==> config.mk <==
export PLATFORM = sky130hd
export DESIGN_NAME = uart_rx_scan
export DESIGN_NICKNAME = d
export VERILOG_FILES = /design/src/rtl/uart_rx_scan.sv
export SDC_FILE = /design/constraint.sdc
export NUM_CORES = 1
export LEC_CHECK = 0
export CORE_UTILIZATION = 30
export CTS_BUF_LIST = sky130_fd_sc_hd__clkbuf_2 sky130_fd_sc_hd__clkbuf_4 sky130_fd_sc_hd__clkbuf_8
export DETAILED_ROUTE_END_ITERATION = 10
export GPL_TIMING_DRIVEN = 0
export SYNTH_ARGS = -nofsm -noshare
export SYNTH_HDL_FRONTEND = slang
export SYNTH_SLANG_ARGS = --single-unit
==> constraint.sdc <==
create_clock -name clk -period 3.09 [get_ports clk]
set_input_delay 0.309 -clock clk [delete_from_list [all_inputs] [get_ports clk]]
set_output_delay 0.309 -clock clk [all_outputs]
set_load 0.005 [all_outputs]
==> src/rtl/uart_rx_scan.sv <==
// uart_rx_scan: 8N1 UART receiver (start, 8 data bits LSB-first, stop) with
// every flop on a single mux-D scan chain.
// Chain order from scan_in: state, baud_cnt, bit_idx, shift, rx_data,
// rx_valid, rx_frame_err, then the synchroniser flops when present.
// Optional feature macro: UART_RX_SYNC_EN adds a 2-flop rx_in synchroniser
// (reset value 1) at the tail of the chain and 2 cycles of receive latency.
module uart_rx_scan #(
  parameter int CLKS_PER_BIT = 1
) (
  input  logic       clk,
  input  logic       reset,
  input  logic       rx_in,
  input  logic       scan_enable,
  input  logic       scan_in,
  output logic       scan_out,
  output logic [7:0] rx_data,
  output logic       rx_valid,
  output logic       rx_frame_err,
  output logic       rx_busy
);
  localparam int CW       = ($clog2(CLKS_PER_BIT) > 1) ? $clog2(CLKS_PER_BIT) : 1;
  localparam int HALF     = (CLKS_PER_BIT - 1) / 2;
  localparam int CORE_LEN = 24 + CW;

  // Counter values on the cycle a sample is taken.
  localparam logic [CW-1:0] BIT_LAST  = CW'(CLKS_PER_BIT - 1);
  localparam logic [CW-1:0] HALF_LAST = CW'(HALF - 1);

  localparam logic [2:0] ST_IDLE  = 3'b000;
  localparam logic [2:0] ST_START = 3'b001;
  localparam logic [2:0] ST_DATA  = 3'b010;
  localparam logic [2:0] ST_STOP  = 3'b011;
  localparam logic [2:0] ST_WAIT  = 3'b100;

  logic [2:0]    state_r, state_s;
  logic [CW-1:0] baud_r, baud_s;
  logic [2:0]    bit_idx_r, bit_idx_s;
  logic [7:0]    shift_r, shift_s;
  logic [7:0]    data_r, data_s;
  logic          valid_r, valid_s;
  logic          ferr_r, ferr_s;

  logic                rx_s;          // line value seen by the FSM
  logic                start_tick_s;  // mid-start-bit sample point
  logic                bit_tick_s;    // data/stop sample point
  logic [CORE_LEN-1:0] core_s;        // core flops in chain order, MSB nearest scan_in

  assign core_s = {state_r, baud_r, bit_idx_r, shift_r, data_r, valid_r, ferr_r};

`ifdef UART_RX_SYNC_EN
  logic [1:0] sync_r;  // [1] first stage, [0] second stage

  // Synchroniser flops: scan takes priority, reset to idle-high, else double-flop rx_in.
  always_ff @(posedge clk) begin
    if (scan_enable) begin
      sync_r <= {core_s[0], sync_r[1]};
    end else if (!reset) begin
      sync_r <= 2'b11;
    end else begin
      sync_r <= {rx_in, sync_r[1]};
    end
  end

  assign rx_s     = sync_r[0];
  assign scan_out = sync_r[0];
`else
  assign rx_s     = rx_in;
  assign scan_out = core_s[0];
`endif

  assign start_tick_s = (baud_r == HALF_LAST);
  assign bit_tick_s   = (baud_r == BIT_LAST);

  // State and datapath registers: scan shift, then synchronous reset, then functional update.
  always_ff @(posedge clk) begin
    if (scan_enable) begin
      {state_r, baud_r, bit_idx_r, shift_r, data_r, valid_r, ferr_r} <=
        {scan_in, core_s[CORE_LEN-1:1]};
    end else if (!reset) begin
      state_r   <= ST_IDLE;
      baud_r    <= {CW{1'b0}};
      bit_idx_r <= 3'd0;
      shift_r   <= 8'h00;
      data_r    <= 8'h00;
      valid_r   <= 1'b0;
      ferr_r    <= 1'b0;
    end else begin
      state_r   <= state_s;
      baud_r    <= baud_s;
      bit_idx_r <= bit_idx_s;
      shift_r   <= shift_s;
      data_r    <= data_s;
      valid_r   <= valid_s;
      ferr_r    <= ferr_s;
    end
  end

  // Next-state logic; unused encodings fall back to IDLE.
  always_comb begin
    state_s = state_r;
    case (state_r)
      ST_IDLE: begin
        if (!rx_s) begin
          state_s = (HALF == 0) ? ST_DATA : ST_START;
        end else begin
          state_s = ST_IDLE;
        end
      end
      ST_START: begin
        if (start_tick_s) begin
          state_s = rx_s ? ST_IDLE : ST_DATA;
        end else begin
          state_s = ST_START;
        end
      end
      ST_DATA: begin
        if (bit_tick_s && (bit_idx_r == 3'd7)) begin
          state_s = ST_STOP;
        end else begin
          state_s = ST_DATA;
        end
      end
      ST_STOP: begin
        if (bit_tick_s) begin
          state_s = rx_s ? ST_IDLE : ST_WAIT;
        end else begin
          state_s = ST_STOP;
        end
      end
      ST_WAIT: begin
        if (rx_s) begin
          state_s = ST_IDLE;
        end else begin
          state_s = ST_WAIT;
        end
      end
      default: state_s = ST_IDLE;
    endcase
  end

  // Datapath next values: baud counting, bit shifting and the one-cycle result pulses.
  always_comb begin
    baud_s    = {CW{1'b0}};
    bit_idx_s = bit_idx_r;
    shift_s   = shift_r;
    data_s    = data_r;
    valid_s   = 1'b0;
    ferr_s    = 1'b0;
    case (state_r)
      ST_IDLE: begin
        bit_idx_s = 3'd0;
      end
      ST_START: begin
        bit_idx_s = 3'd0;
        if (start_tick_s) begin
          baud_s = {CW{1'b0}};
        end else begin
          baud_s = baud_r + CW'(1'b1);
        end
      end
      ST_DATA: begin
        if (bit_tick_s) begin
          shift_s   = {rx_s, shift_r[7:1]};
          bit_idx_s = bit_idx_r + 3'd1;
          baud_s    = {CW{1'b0}};
        end else begin
          baud_s = baud_r + CW'(1'b1);
        end
      end
      ST_STOP: begin
        if (bit_tick_s) begin
          if (rx_s) begin
            data_s  = shift_r;
            valid_s = 1'b1;
          end else begin
            ferr_s = 1'b1;
          end
        end else begin
          baud_s = baud_r + CW'(1'b1);
        end
      end
      ST_WAIT: begin
        baud_s = {CW{1'b0}};
      end
      default: begin
        baud_s = {CW{1'b0}};
      end
    endcase
  end

  assign rx_data      = data_r;
  assign rx_valid     = valid_r;
  assign rx_frame_err = ferr_r;
  assign rx_busy      = (state_r != ST_IDLE);

endmodule

* After elaboration in Yosys (flattened, before gate mapping)
Index checks and enable logic that the tools add are counted.
Storage, ports and cells: output and inout port bits 12, ROM bits 0, logic and storage cells 65, bits in latches 0, memory bits (writable) 0, input port bits 5, register bits after elaboration 25, memories kept 0
Operators by class: divide/modulo/power cells 0, add/subtract/negate cells 2, shift-type cells 0, multiply operators 0, bitwise operators 1, multiplexer cells 36, magnitude comparators 0, reductions and logical operators 8, eq/ne operators 11
Operator list (count):
- $mux 8 | 9
- $mux 3 | 8
- $mux 1 | 15
- $pmux 3 s5 | 1
- $ne 3x1->1 const B | 3
- $eq 3x2->1 const B | 2
- $eq 3x3->1 const B | 2
- $pmux 3 s2 | 1
- $ne 4x2->1 const B | 1
- $ne 4x4->1 const B | 1
- $reduce_and 2->1 | 2
- $reduce_or 2->1 | 2
- $add 3x1->3 const B | 1
- $eq 3x1->1 const B | 1
- $logic_not 3->1 | 1
- $ne 3x3->1 const B | 1
- $reduce_and 3->1 | 1
- $reduce_bool 3->1 | 1
- $mux 2 | 1
- $pmux 1 s2 | 1
- $add 1x1->1 const B | 1
- $logic_and 1x1->1 | 1
- $not 1->1 | 1

* Logic depth before layout (Yosys ltp)
Gate-level depths: netlist (run 1).
word-level depth 6, depth in mapped cells 4, mapped depth without buffers 4

* Least setup slack after synthesis (run 1)
No wires, ideal clock.
path kind reg2reg, start point register state_r[0], end point register shift_r[0], enable pin, stages on the path, launching flop included 4, slack 1480 ps, clock period less this slack 1610 ps, required time 2706 ps, arrival time 1226 ps, buffers on the path 0, setup time 384 ps, path through dfxtp_1 -> nor2_1 -> nand2_1 -> o21ai_0
Between the ends: word-level cells in the longest chain between the ends 3
Ends and longest elaborated chain:
- start: declaration | RTL line 35 | logic [2:0] state_r, state_s;
- start signal: assignment | RTL line 77 | {state_r, baud_r, bit_idx_r, shift_r, data_r, valid_r, ferr_r} <=
- start signal: assignment | RTL line 88 | state_r <= state_s;
- $eq 3x2->1 | RTL line 149 | case (state_r)
- $ne 3x1->1 (no source line)
- $reduce_and 2->1 (no source line)
- end signal: assignment | RTL line 77
- end signal: assignment | RTL line 91 | shift_r <= shift_s;
- end: declaration | RTL line 38 | logic [7:0] shift_r, shift_s;
Every way passes these cells. A chain may end at the register's enable or synchronous reset.

* Worst setup path after layout (run 1)
start point register state_r[1], end point output port rx_busy
Between the ends: word-level cells in the longest chain between the ends 1
Ends and longest elaborated chain:
- $reduce_bool 3->1 | RTL line 194 | assign rx_busy = (state_r != ST_IDLE);
- end: declaration | RTL line 19 | output logic rx_busy
Every way passes these cells.

==> flow_summary.ini, run 1 <==
[clocking]
cts_tree = built
cts_buffers = 3
worstSkewPairLatency_ps = 270
cts.sinks = 25
clk_pin_slew_worst_paths_ps = 90
cts_resized = 0
post-cts-setup-buffers = 0
htree_levels = 1
clockRootBuffer = clkbuf_8
clockBufferDepth = 2
hold_buffers = 0

[synthesis]
yosysUniqueCellTypes = 27
syn_avg_cell_area_um2 = 12.4
synth_adder_area_share_pct = 2.16
yosys_warnings = 0
netlist_top_cells_area = edfxtp_1 (49%), dfxtp_1 (10%), a22o_1 (9.1%)
synth.most_common_cell = edfxtp_1
synthesis.area_mm2 = 0.00116
synth-seq-area-share_pct = 59.7
synth-main-ff-cell = edfxtp_1
syn_inst = 93
synth-compound-area-share_pct = 15.6
synth_top_area_share_pct = 49.3
async_reset_ff_share_pct = 0
synth_top_family_by_area = simple AND/OR/NAND/NOR gates
synth-simple-area-share_pct = 17.8
syn_nets = 100
synthMuxAreaShare_pct = 0
yosys-top-cells-count = edfxtp_1 (19), a22o_1 (12), nand2_1 (11)
synth_edf_count = 19
synth_xor_area_share_pct = 0
yosysTopAreaCell = edfxtp_1
synth_seq_cells = 25

[pwr]
internal_power_uw = 571
power.leakage_uw = 0.000531
p_per_area_mw_per_mm2 = 524
pwr-share-comb_pct = 15.0
ir_drop_v = 0.000133
switching_share_pct = 23.0
p_sw_uw = 171
pwr-share-seq_pct = 58.0
pwr-share-clk_pct = 27.0

[status]
outcome = finished clean

[grt]
met2_usage_pct = 17.2
grt_max_degree = 14
grt-ovfl-total = 0
grt_pass1_wl_um = 3590
use_met1_pct = 15.7
antenna_found_initial = 0
globalRouteMet3Util_pct = 1.61
grt.busiest_layer = met2
grt_use_total_pct = 11.5
grt_pass1_vias = 731

[timing]
finalMaxSlewViolations = 0
worst_pin_slew_ps = 1100
fin_crit_ps = 1970
whs_ps = 424
fin_crit_sh_pct = 63.9
maxSlewHeadroom_pct = 26.0
fin_skew_ps = 6.46
hold_viol_final = 0
fin_setup_tns_ps = 0
fin_ws_ps = 1120
fmax_mhz = 506
setup_violations = 0
rsz0062_at_grt = no

[route]
drc = 0
wl_per_cell_um = 13.4
antenna_left = 0
vias = 776
firstDrtPassIters = 4
routed_wl_um = 2140
first_iter_violations = 32
avgViaCountPerCell = 4.85

[finish]
antenna_cells = 0
syn_to_final_growth_pct = 22.4
drive_gt1_share_pct = 13.4
fin_nets = 120
fin_util_pct = 38.4
final_cells = 160

[placement]
placed_cells = 156
dp_hpwl_um = 1590
gp_congestion = 0.745
pre_cts_slack_ps = 931
numPortBuffers = 15

[worst_setup_path]
cp-end-kind = output pin
cp-start-kind = register
rr_worst_depth = 3
critPathKind = register to output pin
required_ps = 2780
cp_max_fo = 10
cp_data_arrival_time_ps = 1670

[die]
rows = 22
fp.dieH_um = 64.1
die_area_mm2 = 0.00411
core_mm2 = 0.00369
die_w_um = 64.1
ios = 17
initial_core_util_pct = 31.4

[min_path]
hp-class = input port to register
hold_depth = 3

[flow_run]
max-cap-violations = 0
-- cells by family (layout without fill, tap and decap cells) --
kind of cell / after synthesis / after routing
DFF: 25 / 25
buffers and inverters: 9 / 28
and+or+nand+nor: 34 / 34
adders and majority gates: 2 / 2
AOI/OAI and AO/OA: 23 / 23
-- path summary, 6_finish.rpt --
path	from	endpoint	slack, ps
min reg2reg	rx_valid$_DFF_P_	rx_frame_err$_DFF_P_	510
min	scan_enable	state_r[2]$_DFF_P_	420
max	state_r[1]$_DFF_P_	rx_busy	1120
max reg2reg	state_r[0]$_DFF_P_	shift_r[3]$_DFFE_PP_	1150
-- flip-flops by register name, summed over array words and instances, names as in the netlist --
name	cells
shift_r	8
rx_frame_err	1
state_r	3
rx_data	8
rx_valid	1
baud_r	1
bit_idx_r	3
-- cells in the final DEF, fill, tap and decap left out, drive strengths merged --
| cell type | synthesis | final |
|---|---|---|
| edfxtp | 19 | 19 |
| clkdlybuf4s50 | 0 | 15 |
| a22o | 12 | 12 |
| nand2 | 11 | 11 |
| nor2b | 10 | 10 |
| dfxtp | 6 | 6 |
| nor2 | 5 | 5 |
| clkbuf | 1 | 5 |
| buf | 5 | 5 |
| o21ai | 4 | 4 |
| inv | 3 | 3 |
| nor3 | 2 | 2 |
| ha | 2 | 2 |
| nand2b | 2 | 2 |
| o31ai | 2 | 2 |
| a21oi | 2 | 2 |
| nor4b | 1 | 1 |
| or3 | 1 | 1 |
| o22ai | 1 | 1 |
| nand4 | 1 | 1 |
| o211ai | 1 | 1 |
| and4bb | 1 | 1 |
| o21a | 1 | 1 |
-- critical path: stages, from the launching register on --
cell and delay, ps:
dfxtp_1 330, buf_2 180, or3_2 450, clkdlybuf4s50_1 450
-- layout make-up --
class                   instances  area (um2)
fillers                       370        2270
clock buffers                   4        48.8
well taps                      48        60.1
multi-input cells              59         412
inverters                       3        11.3
flip-flops and latches         25         691
plain buffers                   6        43.8
repair buffers                 15         150
-- metal layers --
metal / up-vias / part of all wire, %
met5: - / 0
met4: 0 / 1.6
met3: 2 / 2.8
met2: 19 / 46
met1: 377 / 50
li1: 378 / -
-- through the flow --
stage                     cell area, um2  total power (uW)
after floorplan                     1160               491
after global placement              1370               545
after detailed placement            1370               550
after CTS                           1420               747
after global routing                1420               774
final                               1420               742
-- power groups by stage --
stage | combinational (uW) | clock, uW | sequential, uW
final | 111 | 201 | 430
after global routing | 122 | 217 | 435
after CTS | 112 | 205 | 430
after detailed placement | 112 | 0 | 438
after global placement | 109 | 0 | 436
after floorplan | 60.7 | 0 | 431
No activity file was read; power rests on OpenSTA's default activity.
==> run 2: changes to the inputs <==
==> constraint.sdc (replaced) <==
create_clock -name clk -period 2.03 [get_ports clk]
set_input_delay 0.203 -clock clk [delete_from_list [all_inputs] [get_ports clk]]
set_output_delay 0.203 -clock clk [all_outputs]
set_load 0.005 [all_outputs]
==> run 2 against run 1 <==
  * Hold slack worse by 110 ps
  * Critical endpoint unchanged
  * Non-clock buffer count unchanged
  * Clock skew down 1.1 ps
  * Routed wire length down 0.14%
  * First-iteration DRC count unchanged
  * Largest power group unchanged
  * Register-to-register slack worse by 760 ps
  * Critical path type unchanged
==> flow_summary.ini, run 2 (same netlist as run 1, synthesis figures left out) <==
[die]
core_mm2 = 0.00369
initial_core_util_pct = 31.4
die_w_um = 64.1
rows = 22
fp.dieH_um = 64.1
die_area_mm2 = 0.00411
ios = 17

[pwr]
pwr-share-comb_pct = 15.0
p_per_area_mw_per_mm2 = 796
ir_drop_v = 0.000200
internal_power_uw = 869
pwr-share-seq_pct = 58.0
pwr-share-clk_pct = 26.9
power.leakage_uw = 0.000531
fin_total_pwr_uw = 1130
switching_share_pct = 22.9
p_sw_uw = 258

[grt]
grt_max_degree = 14
antenna_found_initial = 0
grt_pass1_vias = 731
grt_use_total_pct = 11.5
grt-ovfl-total = 0
grt_pass1_wl_um = 3590

[clocking]
htree_levels = 1
clockBufferDepth = 2
clk_pin_slew_worst_paths_ps = 90
worstSkewPairLatency_ps = 270
clockRootBuffer = clkbuf_8
cts_tree = built
cts_buffers = 3
cts.sinks = 25
hold_buffers = 0

[finish]
final_cell_mix = edfxtp_1 (19), clkdlybuf4s50_1 (15), a22o_1 (12)
final_common_cell = edfxtp_1
fin_nets = 120
antenna_cells = 0
n_fill_cell = 370
drive_gt1_share_pct = 13.4
syn_to_final_growth_pct = 22.4

[timing]
fin_skew_ps = 5.40
hold_viol_final = 0
worst_pin_slew_ps = 696
fin_crit_ps = 1870
finalMaxSlewViolations = 0
fin_ws_ps = 161
fin_crit_sh_pct = 92.1
fmax_mhz = 535
rsz0062_at_grt = no
whs_ps = 316
maxSlewHeadroom_pct = 53.3
setup_violations = 0

[route]
wl_per_cell_um = 13.4
routed_wl_um = 2140
vias = 763
drc = 0
avgViaCountPerCell = 4.77
first_iter_violations = 32
antenna_left = 0
firstDrtPassIters = 4

[flow_run]
max-cap-violations = 0

[placement]
dp_hpwl_um = 1590
numPortBuffers = 15
gp_congestion = 0.745
pre_cts_slack_ps = -22.6

[status]
outcome = finished clean

[worst_setup_path]
required_ps = 1830
cp_max_fo = 10
cp-start-kind = register
cp_data_arrival_time_ps = 1670
cp-end-kind = output pin
critPathKind = register to output pin

[min_path]
hp-class = input port to register
run 2: cell count changes in the layout (fill, tap and decap cells not counted):
cell,previous run,this run
o21ai_1,0,1
o21ai_0,4,3
run 2: power groups by stage:
stage / combinational [uW] / clock [uW] / sequential (uW)
after floorplan: 92.3 / 0 / 655
after global placement: 166 / 0 / 664
after detailed placement: 170 / 0 / 666
after CTS: 171 / 312 / 655
after global routing: 186 / 330 / 661
final: 170 / 304 / 654
run 2: layer usage:
| metal | share of wire, % | wire length [um] | vias to the layer above | GRT usage (%) |
|---|---|---|---|---|
| li1 | - | - | 377 | - |
| met4 | 1.6 | 34 | 0 | 6.67 |
| met5 | 0 | 0 | - | 0 |
| met3 | 3.3 | 70 | 2 | 1.61 |
| met2 | 45 | 970 | 22 | 17.2 |
| met1 | 50 | 1060 | 362 | 15.7 |
run 2: what timing repair did:
action | in CTS | in global routing
gates resized for setup | 0 | 1
setup endpoints to repair | 0 | 8
buffers inserted | 0 | 0
run 2: worst max-delay path, stage by stage, from the launching register on:
cell	delay [ps]
dfxtp_1	330
buf_2	180
or3_2	450
clkdlybuf4s50_1	450
run 2: final timing paths:
| path | startpoint | slack [ps] | cells past startpoint | end |
|---|---|---|---|---|
| worst min register to register | rx_valid$_DFF_P_ | 510 | 1 | rx_frame_err$_DFF_P_ |
| worst max-delay path | state_r[1]$_DFF_P_ | 160 | 3 | rx_busy |
| worst max register to register | state_r[0]$_DFF_P_ | 390 | 3 | shift_r[3]$_DFFE_PP_ |
| worst min-delay path | scan_enable | 320 | 3 | rx_frame_err$_DFF_P_ |
run 2: cell type report:
class | count | area (um2) | share of cell area, %
well taps | 48 | 60.1 | 4.24
repair buffers | 15 | 150 | 10.6
flip-flops and latches | 25 | 691 | 48.8
plain buffers | 6 | 43.8 | 3.09
clock buffers | 4 | 48.8 | 3.45
multi-input cells | 59 | 412 | 29.1
inverters | 3 | 11.3 | 0.795
run 2: metrics by stage:
step	util, %	instance area (um2)	cells	setup TNS, ps
2_1_floorplan	-	1160	93	0
3_3_place_gp	37.1	1370	156	0
3_5_place_dp	37.1	1370	156	-179
4_1_cts	38.4	1420	160	0
5_1_grt	38.4	1420	160	0
6_report	38.4	1420	160	0
==> run 3: changes to the inputs <==
--- a/config.mk
+++ b/config.mk
@@ -5,10 +5,12 @@
 export SDC_FILE = /design/constraint.sdc
 export NUM_CORES = 1
 export LEC_CHECK = 0
-export CORE_UTILIZATION = 30
+export CORE_ASPECT_RATIO = 1.25
+export CORE_UTILIZATION = 55
 export CTS_BUF_LIST = sky130_fd_sc_hd__clkbuf_2 sky130_fd_sc_hd__clkbuf_4 sky130_fd_sc_hd__clkbuf_8
 export DETAILED_ROUTE_END_ITERATION = 10
 export GPL_TIMING_DRIVEN = 0
+export PLACE_DENSITY = 0.81
 export SYNTH_ARGS = -nofsm -noshare
 export SYNTH_HDL_FRONTEND = slang
 export SYNTH_SLANG_ARGS = --single-unit
==> run 3 against run 2 <==
  * Flip-flop and latch count stayed put
  * Fmax fell by 4.8%
  * Hold slack got worse by 71 ps
  * Clock skew decreased by 3.7 ps
  * Sequential power barely moved
  * Count of clock-buffer cells in the layout is 1 lower
  * Largest cell class unchanged
  * Largest power group unchanged
  * Highest routed layer unchanged
==> flow_summary.ini, run 3 (same netlist as run 1, synthesis figures left out) <==
[status]
outcome = finished clean

[worst_setup_path]
crit_chain = buf_2 -> or3_2 -> clkdlybuf4s50_1
cp_max_fo = 10
r2r_start = state_r[0]$_DFF_P_
required_ps = 1830
cp_data_arrival_time_ps = 1760
cp-end-kind = output pin
cp-start-kind = register
max_stage_delay_ps = 460
cpMaxStageDelayCell = or3_2
r2r-end = shift_r[0]$_DFFE_PP_
rrSetupSlack_ps = 380
critPathKind = register to output pin
rr_worst_depth = 3

[route]
antenna_left = 0
firstDrtPassIters = 4
drc = 0
routed_wl_um = 2120
vias = 781
wl_per_cell_um = 16.0
first_iter_violations = 30
avgViaCountPerCell = 5.92

[timing]
setup_violations = 0
fin_ws_ps = 67.4
fmax_mhz = 510
fin_crit_sh_pct = 96.7
finalMaxSlewViolations = 0
maxSlewHeadroom_pct = 54.6
fin_crit_ps = 1960
rsz0062_at_grt = no
worst_pin_slew_ps = 676
hold_viol_final = 0
fin_skew_ps = 1.74

[die]
die_w_um = 43.0
fp.dieH_um = 53.3
ios = 17
rows = 18
initial_core_util_pct = 58.4
core_mm2 = 0.00198
die_area_mm2 = 0.00229

[pwr]
switching_share_pct = 24.9
p_per_area_mw_per_mm2 = 773
pwr-share-clk_pct = 21.6
p_sw_uw = 261
internal_power_uw = 790
pwr-share-comb_pct = 16.2
pwr-share-seq_pct = 62.2
power.leakage_uw = 0.000523
fin_total_pwr_uw = 1050
ir_drop_v = 0.000576

[finish]
final_cells = 132
multi_input_area_um2 = 412
final_cell_mix = edfxtp_1 (19), clkdlybuf4s50_1 (15), a22o_1 (12)
final_common_cell = edfxtp_1
n_fill_cell = 151
finalInstanceArea_mm2 = 0.00136
fin_nets = 120
drive_gt1_share_pct = 13.4
regArea_um2 = 691
syn_to_final_growth_pct = 17.5
antenna_cells = 0

[placement]
gp_congestion = 0.820
numPortBuffers = 15
pre_cts_slack_ps = -45.5
postPlaceCellArea_mm2 = 0.00133
dp_hpwl_um = 1560
placed_cells = 128

[clocking]
clk_pin_slew_worst_paths_ps = 140
hold_buffers = 0
worstSkewPairLatency_ps = 320
clockRootBuffer = clkbuf_4
cts_tree = built
htree_levels = 1
clockBufferDepth = 2
cts_buffers = 3
cts.sinks = 25

[min_path]
holdPathEnd = rx_data[7]$_DFFE_PP_
hp-start = scan_enable
hp-class = input port to register
hold_depth = 2

[grt]
grt-ovfl-total = 0
antenna_found_initial = 0
grt_pass1_wl_um = 3300
grt_use_total_pct = 20.3
grt_max_degree = 15
grt_pass1_vias = 694

[flow_run]
max-cap-violations = 0
## run 3: changes by cell type in the layout (fill, tap and decap cells not counted)
| cell | delta |
|---|---|
| clkinv_2 | +1 |
| clkbuf_8 | -3 |
| clkbuf_4 | +2 |
## run 3: cell type report
cell class	count	share of cell area, %
clock buffers	3	1.66
inverters	3	0.828
clock inverters	1	0.368
repair buffers	15	11.0
well taps	20	1.84
plain buffers	6	3.22
multi-input cells	59	30.3
flip-flops and latches	25	50.8
## run 3: metrics by stage
| stage | TNS, ps | hold WS (ps) | util [%] |
|---|---|---|---|
| final | 0 | 246 | 68.6 |
| after global routing | 0 | 254 | 68.6 |
| after CTS | 0 | 253 | 68.6 |
| after detailed placement | -363 | 489 | 67.2 |
| after global placement | 0 | 471 | 67.2 |
| after floorplan | 0 | 326 | - |
## run 3: how the worst max path moves through the flow
stage	startpoint	endpoint	slack (ps)
2_1_floorplan	state_r[0]$_DFF_P_	shift_r[0]$_DFFE_PP_	420
3_3_place_gp	reset	shift_r[5]$_DFFE_PP_	5
3_5_place_dp	reset	shift_r[0]$_DFFE_PP_	-50
4_1_cts	state_r[0]$_DFF_P_	shift_r[6]$_DFFE_PP_	60
5_1_grt	state_r[1]$_DFF_P_	rx_busy	30
6_report	state_r[1]$_DFF_P_	rx_busy	70
## run 3: repair_timing
item,CTS,global route
endpoints found under the hold margin,0,0
setup buffers,0,0
setup endpoints to repair,0,8
resized for setup,0,1
## run 3: power groups by stage
stage | Clock [uW] | Sequential [uW] | Combinational (uW)
floorplan | 0 | 655 | 92.3
global placement | 0 | 663 | 164
detailed placement | 0 | 665 | 172
CTS | 223 | 654 | 172
global route | 245 | 661 | 187
finish | 227 | 653 | 171
## run 3: critical path, delay by kind of cell (launching register included)
family                 cells  cell delay (ps)
buffers and inverters      2              620
DFF                        1              360
and+or+nand+nor            1              460
## run 3: routing by layer
layer,routed length (um),GRT usage (%),share of wire (%),vias to the layer above
met5,0,0,0,-
met4,28,7.58,1.3,0
met3,95,2.05,4.5,4
met2,1050,34.8,50,30
met1,943,26.5,45,369
li1,-,-,-,378
